$ cat src/rtl/i2s_pkg.sv
// Shared constants and FSM encoding for the I2S capture path.
package i2s_pkg;

    localparam int WORD_BITS      = 16;
    localparam int BYTES_PER_WORD = WORD_BITS / 8;
    localparam int ADDR_W         = 9;
    localparam int BITCNT_W       = $clog2(WORD_BITS + 1);
    localparam int FILL_W         = $clog2(BYTES_PER_WORD + 1);

    typedef enum logic [1:0] {
        HUNT  = 2'd0,
        ARM   = 2'd1,
        SHIFT = 2'd2,
        DONE  = 2'd3
    } state_t;

endpackage

$ cat src/rtl/i2s_rx_sync.sv
// Synchronises BCLK/LRCLK/SDATA into iclk and flags BCLK rising edges.
// All three lines see the same pipeline depth, so lrclk/data line up with the rise.
module i2s_rx_sync #(
    parameter int SYNC_STAGES = 2
) (
    input  logic iclk,
    input  logic rst_n,
    input  logic bclk_i,
    input  logic lrclk_i,
    input  logic data_i,
    output logic bclk_rise_o,
    output logic s_lrclk_o,
    output logic s_data_o
);

    logic [SYNC_STAGES-1:0] bclk_q;
    logic [SYNC_STAGES-1:0] lrclk_q;
    logic [SYNC_STAGES-1:0] data_q;
    logic                   bclk_prev_q;

    always_ff @(posedge iclk) begin
        if (!rst_n) begin
            bclk_q      <= '0;
            lrclk_q     <= '0;
            data_q      <= '0;
            bclk_prev_q <= 1'b0;
        end else begin
            bclk_q      <= {bclk_q[SYNC_STAGES-2:0], bclk_i};
            lrclk_q     <= {lrclk_q[SYNC_STAGES-2:0], lrclk_i};
            data_q      <= {data_q[SYNC_STAGES-2:0], data_i};
            bclk_prev_q <= bclk_q[SYNC_STAGES-1];
        end
    end

    assign bclk_rise_o = bclk_q[SYNC_STAGES-1] & ~bclk_prev_q;
    assign s_lrclk_o   = lrclk_q[SYNC_STAGES-1];
    assign s_data_o    = data_q[SYNC_STAGES-1];

endmodule

$ cat src/rtl/i2s_rx.sv
// I2S slave receiver: deserialises each channel word MSB-first and emits it
// as byte writes (high byte first) into a circular byte buffer.
module i2s_rx
    import i2s_pkg::*;
#(
    parameter int SYNC_STAGES = 2
) (
    input  logic              iclk,
    input  logic              rst_n,
    input  logic              en,
    input  logic              i2s_bclk,
    input  logic              i2s_lrclk,
    input  logic              i2s_data,
    output logic              wr_en,
    output logic [ADDR_W-1:0] wr_addr,
    output logic [7:0]        wr_data,
    output logic              wr_sel,
    output logic              wr_right,
    output logic              frame_err,
    output logic [1:0]        dbg_state_o
);

    localparam logic [BITCNT_W-1:0] LAST_BIT = BITCNT_W'(WORD_BITS - 1);
    localparam logic [BITCNT_W-1:0] FULL_CNT = BITCNT_W'(WORD_BITS);

    logic bclk_rise;
    logic s_lrclk;
    logic s_data;

    i2s_rx_sync #(
        .SYNC_STAGES (SYNC_STAGES)
    ) u_sync (
        .iclk        (iclk),
        .rst_n       (rst_n),
        .bclk_i      (i2s_bclk),
        .lrclk_i     (i2s_lrclk),
        .data_i      (i2s_data),
        .bclk_rise_o (bclk_rise),
        .s_lrclk_o   (s_lrclk),
        .s_data_o    (s_data)
    );

    state_t              state_q,     state_d;
    logic [BITCNT_W-1:0] bitcnt_q,    bitcnt_d;
    logic [6:0]          sreg_q,      sreg_d;
    logic                chan_q,      chan_d;
    logic [ADDR_W-1:0]   addr_q,      addr_d;
    logic                wr_en_q,     wr_en_d;
    logic [7:0]          wr_data_q,   wr_data_d;
    logic                wr_right_q,  wr_right_d;
    logic                ferr_q,      ferr_d;
    logic [FILL_W-1:0]   fill_cnt_q,  fill_cnt_d;
    logic                fill_chan_q, fill_chan_d;
    logic                lr_prev_q,   lr_prev_d;
    logic                lr_valid_q,  lr_valid_d;

    logic                lr_edge;
    logic [BITCNT_W-1:0] bitcnt_inc;
    logic [7:0]          sreg_next;
    logic [FILL_W-1:0]   fill_total;

    // lr_valid_q keeps the very first rise after reset from posing as an LR edge.
    assign lr_edge    = bclk_rise & lr_valid_q & (s_lrclk != lr_prev_q);
    assign bitcnt_inc = bitcnt_q + BITCNT_W'(1);
    assign sreg_next  = {sreg_q, s_data};
    assign fill_total = FILL_W'(BYTES_PER_WORD) - FILL_W'(bitcnt_q >> 3);

    always_comb begin
        state_d     = state_q;
        bitcnt_d    = bitcnt_q;
        sreg_d      = sreg_q;
        chan_d      = chan_q;
        addr_d      = addr_q;
        wr_en_d     = 1'b0;
        wr_data_d   = wr_data_q;
        wr_right_d  = wr_right_q;
        ferr_d      = 1'b0;
        fill_cnt_d  = fill_cnt_q;
        fill_chan_d = fill_chan_q;
        lr_prev_d   = lr_prev_q;
        lr_valid_d  = lr_valid_q;

        if (bclk_rise) begin
            lr_prev_d  = s_lrclk;
            lr_valid_d = 1'b1;
        end

        if (wr_en_q) begin
            addr_d = addr_q + ADDR_W'(1);
        end

        if (fill_cnt_q != '0) begin
            wr_en_d    = 1'b1;
            wr_data_d  = 8'h00;
            wr_right_d = fill_chan_q;
            fill_cnt_d = fill_cnt_q - FILL_W'(1);
        end

        if (!en) begin
            state_d    = HUNT;
            wr_en_d    = 1'b0;
            fill_cnt_d = '0;
        end else begin
            case (state_q)
                HUNT, DONE: begin
                    if (lr_edge) begin
                        state_d  = ARM;
                        chan_d   = s_lrclk;
                        bitcnt_d = '0;
                    end
                end
                ARM, SHIFT: begin
                    if (bclk_rise) begin
                        if (lr_edge && bitcnt_q != LAST_BIT) begin
                            // Short word: first filler byte now, the rest one per iclk.
                            ferr_d      = 1'b1;
                            wr_en_d     = 1'b1;
                            wr_data_d   = 8'h00;
                            wr_right_d  = chan_q;
                            fill_cnt_d  = fill_total - FILL_W'(1);
                            fill_chan_d = chan_q;
                            state_d     = ARM;
                            chan_d      = s_lrclk;
                            bitcnt_d    = '0;
                        end else begin
                            sreg_d   = sreg_next[6:0];
                            bitcnt_d = bitcnt_inc;
                            state_d  = SHIFT;
                            if (bitcnt_inc[2:0] == 3'd0) begin
                                wr_en_d    = 1'b1;
                                wr_data_d  = sreg_next;
                                wr_right_d = chan_q;
                            end
                            if (bitcnt_inc == FULL_CNT) begin
                                state_d = DONE;
                            end
                            // LSB arriving on the LR edge itself (no BCLK gap).
                            if (lr_edge) begin
                                state_d  = ARM;
                                chan_d   = s_lrclk;
                                bitcnt_d = '0;
                            end
                        end
                    end
                end
                default: state_d = HUNT;
            endcase
        end
    end

    always_ff @(posedge iclk) begin
        if (!rst_n) begin
            state_q     <= HUNT;
            bitcnt_q    <= '0;
            sreg_q      <= '0;
            chan_q      <= 1'b0;
            addr_q      <= '0;
            wr_en_q     <= 1'b0;
            wr_data_q   <= '0;
            wr_right_q  <= 1'b0;
            ferr_q      <= 1'b0;
            fill_cnt_q  <= '0;
            fill_chan_q <= 1'b0;
            lr_prev_q   <= 1'b0;
            lr_valid_q  <= 1'b0;
        end else begin
            state_q     <= state_d;
            bitcnt_q    <= bitcnt_d;
            sreg_q      <= sreg_d;
            chan_q      <= chan_d;
            addr_q      <= addr_d;
            wr_en_q     <= wr_en_d;
            wr_data_q   <= wr_data_d;
            wr_right_q  <= wr_right_d;
            ferr_q      <= ferr_d;
            fill_cnt_q  <= fill_cnt_d;
            fill_chan_q <= fill_chan_d;
            lr_prev_q   <= lr_prev_d;
            lr_valid_q  <= lr_valid_d;
        end
    end

    assign wr_en       = wr_en_q;
    assign wr_addr     = addr_q;
    assign wr_data     = wr_data_q;
    assign wr_right    = wr_right_q;
    assign wr_sel      = wr_en_q & (addr_q == '1);
    assign frame_err   = ferr_q;
    assign dbg_state_o = state_q;

endmodule

$ cat config.mk
export PLATFORM = sky130hd
export DESIGN_NAME = i2s_rx
export DESIGN_NICKNAME = d
export VERILOG_FILES = /design/src/rtl/i2s_pkg.sv /design/src/rtl/i2s_rx_sync.sv /design/src/rtl/i2s_rx.sv
export SDC_FILE = /design/constraint.sdc
export NUM_CORES = 1
export LEC_CHECK = 0
export CORE_ASPECT_RATIO = 1.75
export CORE_MARGIN = 8
export CORE_UTILIZATION = 47
export DETAILED_ROUTE_END_ITERATION = 7
export GPL_ROUTABILITY_DRIVEN = 0
export GPL_TIMING_DRIVEN = 0
export PLACE_DENSITY = 0.74
export SKIP_LAST_GASP = 1
export SYNTH_ARGS = -nofsm -noshare
export SYNTH_HDL_FRONTEND = slang
export SYNTH_HIERARCHICAL = 1
export SYNTH_SLANG_ARGS = --single-unit
$ cat constraint.sdc
create_clock -name iclk -period 2.18 [get_ports iclk]
set_input_delay 0.545 -clock iclk [delete_from_list [all_inputs] [get_ports iclk]]
set_output_delay 0.545 -clock iclk [all_outputs]
set_load 0.005 [all_outputs]
# Word-level counts from Yosys, hierarchy flattened
# Cells that the tools add are included.
[op_classes]
addsub = 5
eq_ne = 9
mux = 37
n_bitwise = 6
n_reduce_logical = 13
[ops]
columns = ["operator", "n"]
rows = [
  ["$mux W8", 6],
  ["$mux W5", 4],
  ["$mux W1", 16],
  ["$mux W2", 8],
  ["$reduce_and A4 Y1", 3],
  ["$pmux W5 S2", 1],
  ["$add A9 B1 Y9 const B", 1],
  ["$eq A9 B9 Y1 const B", 1],
  ["$reduce_and A2 Y1", 3],
  ["$add A5 B1 Y5 const B", 1],
  ["$eq A5 B5 Y1 const B", 1],
  ["$ne A5 B4 Y1 const B", 1],
  ["$and A1 B1 Y1", 4],
  ["$eq A2 B2 Y1 const B", 2],
  ["$ne A2 B2 Y1 const B", 2],
  ["$pmux W2 S2", 1],
  ["$reduce_or A2 Y1", 2],
  ["$sub A2 B1 Y2 const B", 2],
  ["$logic_not A3 Y1", 1],
  ["$reduce_and A3 Y1", 1],
  ["$eq A2 B1 Y1 const B", 1],
  ["$logic_not A2 Y1", 1],
  ["$not A1 Y1", 2],
  ["$pmux W1 S2", 1],
  ["other kinds (4)", 4],
]
[word_totals]
regBits = 47
in_bits = 6
output_inout_bits = 23
elab_cells = 87

# Longest topological paths before layout
# Gate-level depths: netlist of the first run.
[depth]
depth_word = 9
mapped_depth = 8
ltp_nobuf = 7

# Cells and area by module
# Netlist of the first run, hierarchy kept.
[by_module_without_submodules]
columns = ["mod", "n_inst", "cells_each", "area_each_um2", "seq_area_each_um2"]
rows = [
  ["i2s_rx", 1, 184, 1700.4, 800.8],
  ["i2s_rx_sync", 1, 15, 190.2, 140.1],
]

# Worst setup path before layout of the first run
# No wires, ideal clock.
[synth_path]
path_type = "reg2reg"
startpoint = "reg bitcnt_q[0]"
endpoint = "reg fill_cnt_q[0]"
setup_time_ps = 62
t_arrival_ps = 1984
t_required_ps = 2118
slack_ps = 133
stages_incl_launch_ff = 8
path_buffers = 0
synth_period_minus_slack_ps = 2047
cell_sequence = "dfxtp_1 ha_1 and3_1 ha_1 nand3b_1 or4b_4 mux2_4 nor2_2"
[synth_between]
elab_chain_cells = 5
[synth_lines]
columns = ["element", "line_no", "text"]
rows = [
  ["start, declared", "i2s_rx.sv:44", "logic [BITCNT_W-1:0] bitcnt_q, bitcnt_d;"],
  ["start signal, assigned", "i2s_rx.sv:168", "bitcnt_q <= bitcnt_d;"],
  ["$ne A5 B4 Y1", "i2s_rx.sv:114", "if (lr_edge && bitcnt_q != LAST_BIT) begin"],
  ["$logic_and A1 B1 Y1", "i2s_rx.sv:114", ""],
  ["$mux W2", "i2s_rx.sv:114", ""],
  ["$mux W2", "i2s_rx.sv:113", "if (bclk_rise) begin"],
  ["$mux W2", "i2s_rx.sv:104", "case (state_q)"],
  ["end signal, assigned", "i2s_rx.sv:176", "fill_cnt_q <= fill_cnt_d;"],
  ["end, declared", "i2s_rx.sv:52", "logic [FILL_W-1:0] fill_cnt_q, fill_cnt_d;"],
]
# No other way between the ends.
# A chain may end at the register's enable or synchronous reset.

# Worst setup path after layout of the first run
# Same ends and word-level chain as after synthesis.

==> impl_metrics.yaml, run 1 <==
drt:
  drt_iter0_drc: 30
  first_pass_iters: 4
  num_vias: 1563
  postRouteAntennaNets: 0
  drcViolationCount: 0
  viasPerCell: 5.45
  drt-wirelength-per-cell_um: 13.8
  wl_um: 3950
place:
  dp.cells: 275
  hpwl_um: 2880
  place_ws_ns: -0.358
  dpl_cell_area_um2: 2230
  portBuffers: 28
run:
  cap_violations: 0
synth:
  syn_inst: 199
  async_flop_share_pct: 0
  ys_warn_count: 6
  synth_seq_cells: 47
  yosysMostFrequentCell: "dfxtp_1"
  syn_area_per_cell_um2: 9.50
  synth_nets: 210
  syn-cell-area_um2: 1890
  synth_common_cells: "dfxtp_1, nand2_1, nor2_1, nand3_1"
  synth_enable_flop_cells: 0
  synth.top_cell.area_share_pct: 49.8
  seq_area_frac_synth_pct: 49.8
  yosysTopAreaCell: "dfxtp_1"
  ys_top_cells_by_area: "dfxtp_1, nand2_1, a22o_1"
  ys_types: 39
  ys.flop_type: "dfxtp_1"
final_layout:
  fin_cells: 287
  drive_gt1_share_pct: 14.6
  fin_nets: 249
  layout-area-overhead-vs-synth_pct: 27.9
  diodes: 0
  final_cell_area_um2: 2420
sta:
  drv_slew: 0
  finalSetupViolations: 0
  hold_viol: 0
  setup-tns-final_ns: 0
  hold_slack_ns: 0.439
  worst_slack_ns: 0.0806
  finalCritPeriodShare_pct: 96.3
  finClkSkew_ns: 0.00580
  final.min_clock_period_ns: 2.10
  max_slew_margin_pct: 58.1
  worst_pin_slew_ns: 0.627
  max_freq_ghz: 0.476
pwr:
  seqPwrFrac_pct: 58.7
  power_leakage_nw: 0.907
  p_sw_share_pct: 20.6
  clockPowerShare_pct: 38.0
  pwr_density_cell_nw_per_um2: 607
  switching_power_uw: 302
  vdd_drop_max_v: 0.000590
  pwr-share-comb_pct: 3.2
  p_int_mw: 1.17
floorplan:
  num_io_pins: 29
  die_h_um: 99.9
  die_x_um: 63.9
  num_rows: 30
  die_area_um2: 6390
  start_util_pct: 48.9
  core_area_um2: 3870
clocking:
  clkSlewWorstSetupHoldPaths_ns: 0.08
  root_buffer: "clkbuf_8"
  tritoncts: "done"
  numCtsBuffers: 5
  cts.sinks: 47
  clk_latency_ns: 0.30
  clockBufferDepth: 2
  ctsHtreeMaxLevel: 2
global_route:
  grt_pass1_wl_um: 6820
  grt_pass1_vias: 1592
  grt_max_degree: 14
  gr-total-overflow: 0
  grt_usage_pct: 13.2
  antenna_found_initial: 0
worst_setup_path:
  worstPathRequired_ns: 2.42
  crit_fanout: 4
  end_kind: "flip-flop"
  critPathArrivalTime_ns: 2.34
  worstSetupStartpointType: "flip-flop"
  crit_type: "reg -> reg"
hold_path:
  hold_class: "reg -> reg"
status:
  status: "complete, no violations"
-- cell families (layout without fill, tap and decap cells) --
family / Yosys count / in the layout / synth area share [%]
fa+ha+maj: 5 / 5 / 3.31
compound gates: 33 / 33 / 12.4
simple gates: 85 / 85 / 22.6
mux: 7 / 7 / 3.97
xor+xnor: 10 / 10 / 5.43
buf+inv: 12 / 52 / 2.51
flops: 47 / 47 / 49.8
-- metrics by stage --
step | utilization (%) | power, mW
after global placement | 57.7 | 0.935
after floorplan | - | 0.915
after detailed placement | 57.7 | 0.936
final | 62.6 | 1.47
after CTS | 61.2 | 1.49
after global routing | 62.6 | 1.53
-- critical path: stages (launching register included) --
cell      delay, ns
dfxtp_4        0.36
ha_4           0.16
and3_1         0.18
ha_1           0.17
nand3b_1       0.22
or4b_4         0.57
mux2_4         0.31
nor2_2         0.07
-- placed cells by master (no fill, tap or decap), types with 3 or more instances in the layout --
cell type / instances
nand2_1: 24
a22o_1: 8
o21ai_0: 8
xor2_1: 7
clkbuf_8: 7
nand3_1: 13
clkdlybuf4s50_1: 27
dfxtp_1: 39
and2_1: 8
a21oi_1: 3
and3_1: 4
dfxtp_2: 3
o22ai_1: 3
inv_1: 4
mux2i_1: 6
nor2_1: 17
nand4_1: 6
clkbuf_1: 6
buf_4: 4
dfxtp_4: 5
ha_1: 3
-- flip-flops by register name, summed over array words and instances (netlist names), named ones only --
signal              flops
wr_addr                 9
wr_data                 8
sreg_q                  7
bitcnt_q                5
dbg_state_o             2
fill_cnt_q              2
u_sync/bclk_q           2
u_sync/data_q           2
u_sync/lrclk_q          2
fill_chan_q             1
frame_err               1
lr_prev_q               1
lr_valid_q              1
u_sync/bclk_prev_q      1
wr_en                   1
wr_right                1
-- timing repair --
action / 4_1_cts / 5_1_grt
endpoints found under the setup margin: 10 / 20
pin swaps: 1 / 1
endpoints found under the hold margin: 0 / 0
hold buffers: 0 / 0
resized for setup: 13 / 12
setup buffers: 2 / 2
-- power by group through the flow --
stage          sequential [mW]  clock (mW)  combinational (mW)
2_1_floorplan            0.888           0              0.0266
3_5_place_dp             0.889           0              0.0466
4_1_cts                  0.866       0.574              0.0472
6_report                 0.862       0.559              0.0471
3_3_place_gp             0.889           0              0.0459
5_1_grt                  0.863       0.612              0.0536
-- path summary, 6_finish.rpt --
path              cells past startpoint               from           endpoint  slack, ns
setup reg to reg                      7        bitcnt_q[0]      fill_cnt_q[0]       0.08
hold / removal                        1  u_sync/lrclk_q[0]  u_sync/lrclk_q[1]       0.44
setup / recovery                      7        bitcnt_q[0]      fill_cnt_q[0]       0.08
hold reg to reg                       1  u_sync/lrclk_q[0]  u_sync/lrclk_q[1]       0.44
-- routing by layer --
metal	GRT usage [%]	wire length (um)	vias to the layer above
li1	-	-	775
met1	11.7	1460	752
met2	24.7	2220	27
met3	4.46	162	9
met4	7.60	110	0
met5	0	0	-
-- area by class of cell --
type | count | area (um2)
Sequential cell | 47 | 963
Multi-Input combinational cell | 140 | 936
Buffer | 8 | 33.8
Tap cell | 48 | 60.1
Inverter | 4 | 15.0
Timing Repair Buffer | 32 | 310
Clock buffer | 8 | 100
Fill cell | 340 | 1450
(Power assumes the default switching activity.)
==> run 2, diff against run 1 <==
--- a/config.mk
+++ b/config.mk
@@ -12,7 +12,6 @@
 export GPL_ROUTABILITY_DRIVEN = 0
 export GPL_TIMING_DRIVEN = 0
 export PLACE_DENSITY = 0.74
-export SKIP_LAST_GASP = 1
 export SYNTH_ARGS = -nofsm -noshare
 export SYNTH_HDL_FRONTEND = slang
 export SYNTH_HIERARCHICAL = 1
==> run 2 against run 1 <==
  * Clock power hardly changed
  * Final cell count stayed put
  * Sequential share of layout area is 0.35 points higher
  * Highest routed layer unchanged
  * Largest cell class unchanged
  * Critical endpoint unchanged
  * Setup slack worse by 0.017 ns
  * Clock-buffer cell count stayed put
  * Die area stayed put
  * First-iteration DRC count is 3.3% lower
  * Total power is 0.12% higher
==> impl_metrics.yaml, run 2 (synthesis results as in run 1) <==
worst_setup_path:
  slowest_delay_ns: 0.57
  end_kind: "flip-flop"
  reg2reg_depth: 7
  crit_family: "simple AND/OR/NAND/NOR gates"
  r2r_slack_ns: 0.06
  r2r-end: "fill_cnt_q[0]"
  path_depth: 7
  cp_num_buf_inv: 0
  critPathArrivalTime_ns: 2.36
  endpoint: "fill_cnt_q[0]"
  worstPathRequired_ns: 2.43
  crit_chain: "ha_2, and3_1, ha_1, nand3b_1, or4b_4, mux2_4, nor2_2"
  crit_path_start: "bitcnt_q[0]"
  crit_fanout: 6
  slowest_stage: "or4b_4"
  reg2reg_from: "bitcnt_q[0]"
  crit_type: "reg -> reg"
  worstSetupStartpointType: "flip-flop"
sta:
  worst_pin_slew_ns: 0.584
  finClkSkew_ns: 0.00654
  max_freq_ghz: 0.472
  finalCritPeriodShare_pct: 97.1
  worst_slack_ns: 0.0633
  finalSetupViolations: 0
  hold_slack_ns: 0.430
  rsz0062_at_grt: "true"
  max_slew_margin_pct: 61.0
  drv_slew: 0
  final.min_clock_period_ns: 2.12
  hold_viol: 0
final_layout:
  multi_input_area_um2: 916
  drive_gt1_share_pct: 15.1
  layout-area-overhead-vs-synth_pct: 26.5
  seq_area_um2: 961
  diodes: 0
  largest_register_ffs: 9
  fin_nets: 249
  fillers: 348
  final_cell_mix: "dfxtp_1, clkdlybuf4s50_1, nand2_1, nor2_1, nand3_1"
  final_common_cell: "dfxtp_1"
drt:
  drt-wirelength-per-cell_um: 13.5
  first_pass_iters: 4
  postRouteAntennaNets: 0
  drt_iter0_drc: 29
  viasPerCell: 5.39
  wl_um: 3870
  num_vias: 1547
  drcViolationCount: 0
global_route:
  grt_usage_pct: 13.2
  gr-total-overflow: 0
  antenna_found_initial: 0
  grt_pass1_wl_um: 6830
  grt_pass1_vias: 1598
  grt_max_degree: 14
floorplan:
  num_rows: 30
  num_io_pins: 29
  die_area_um2: 6390
  die_h_um: 99.9
  die_x_um: 63.9
  start_util_pct: 48.9
  core_area_um2: 3870
pwr:
  power_leakage_nw: 0.907
  seqPwrFrac_pct: 58.8
  p_sw_share_pct: 20.6
  clockPowerShare_pct: 38.1
  pwr_density_cell_nw_per_um2: 615
  p_int_mw: 1.17
  switching_power_uw: 303
  pwr-share-comb_pct: 3.2
  vdd_drop_max_v: 0.000591
clocking:
  root_buffer: "clkbuf_8"
  tritoncts: "done"
  cts.sinks: 47
  numCtsBuffers: 5
  ctsHtreeMaxLevel: 2
  clkSlewWorstSetupHoldPaths_ns: 0.08
  holdBufCountCts: 0
  clk_latency_ns: 0.30
  clockBufferDepth: 2
place:
  portBuffers: 28
  place_ws_ns: -0.358
  hpwl_um: 2880
run:
  cap_violations: 0
status:
  status: "complete, no violations"
hold_path:
  hold_class: "reg -> reg"
==> run 2: changes by cell type in the layout (fill, tap and decap cells not counted), sizes merged <==
cell | before | now
clkdlybuf4s15 | 1 | 0
clkbuf | 14 | 15
==> run 2: worst register-to-register path: cells and delay by family, from the launching register on <==
kind,cells,cell delay [ns]
adder cells (fa/ha/maj),2,0.36
flip-flops,1,0.35
multiplexers,1,0.31
AND/OR/NAND/NOR,4,1.05
==> run 2: worst min-delay path by stage <==
| stage | from | endpoint | slack (ns) | depth (start not counted) |
|---|---|---|---|---|
| after detailed placement | u_sync/data_q[0] | u_sync/data_q[1] | 0.42 | 1 |
| after global placement | u_sync/data_q[0] | u_sync/data_q[1] | 0.41 | 1 |
| after global routing | u_sync/lrclk_q[0] | u_sync/lrclk_q[1] | 0.46 | 1 |
| after floorplan | u_sync/bclk_q[0] | u_sync/bclk_q[1] | 0.41 | 1 |
| final | u_sync/data_q[0] | u_sync/data_q[1] | 0.43 | 1 |
| after CTS | u_sync/data_q[0] | u_sync/data_q[1] | 0.44 | 1 |
==> run 2: power groups by stage <==
| stage | logic (mW) | clock network, mW | registers [mW] |
|---|---|---|---|
| 6_report | 0.0467 | 0.560 | 0.864 |
| 5_1_grt | 0.0535 | 0.611 | 0.865 |
| 2_1_floorplan | 0.0266 | 0 | 0.888 |
| 3_3_place_gp | 0.0459 | 0 | 0.889 |
| 3_5_place_dp | 0.0466 | 0 | 0.889 |
| 4_1_cts | 0.0472 | 0.574 | 0.866 |
==> run 2: stage by stage <==
stage               utilization, %  instances  cell area, um2  total power [mW]  setup TNS [ns]
finish                        61.8        287            2390              1.47               0
global route                  61.8        287            2390              1.53         -0.0393
CTS                           61.3        285            2370              1.49               0
detailed placement            57.7        275            2230             0.936           -5.74
global placement              57.7        275            2230             0.935           -4.36
floorplan                        -        199            1890             0.915               0
==> run 2: routing by layer <==
layer | vias up | GRT usage [%] | share of wire (%)
met3 | 8 | 4.46 | 4.4
met2 | 27 | 24.8 | 56
met5 | - | 0 | 0
met4 | 0 | 7.60 | 3.0
met1 | 733 | 11.7 | 37
li1 | 779 | - | -
==> run 2: area by class of cell <==
class	count	share of cell area (%)
plain buffers	8	1.41
clock buffers	8	4.19
inverters	4	0.628
multi-input cells	140	38.3
flip-flops and latches	47	40.2
well taps	48	2.51
repair buffers	32	12.8
==> run 2: what timing repair did <==
item	4_1_cts	5_1_grt
buffers inserted	2	2
endpoints found under the setup margin	10	20
pin swaps	1	2
gates resized for setup	14	9
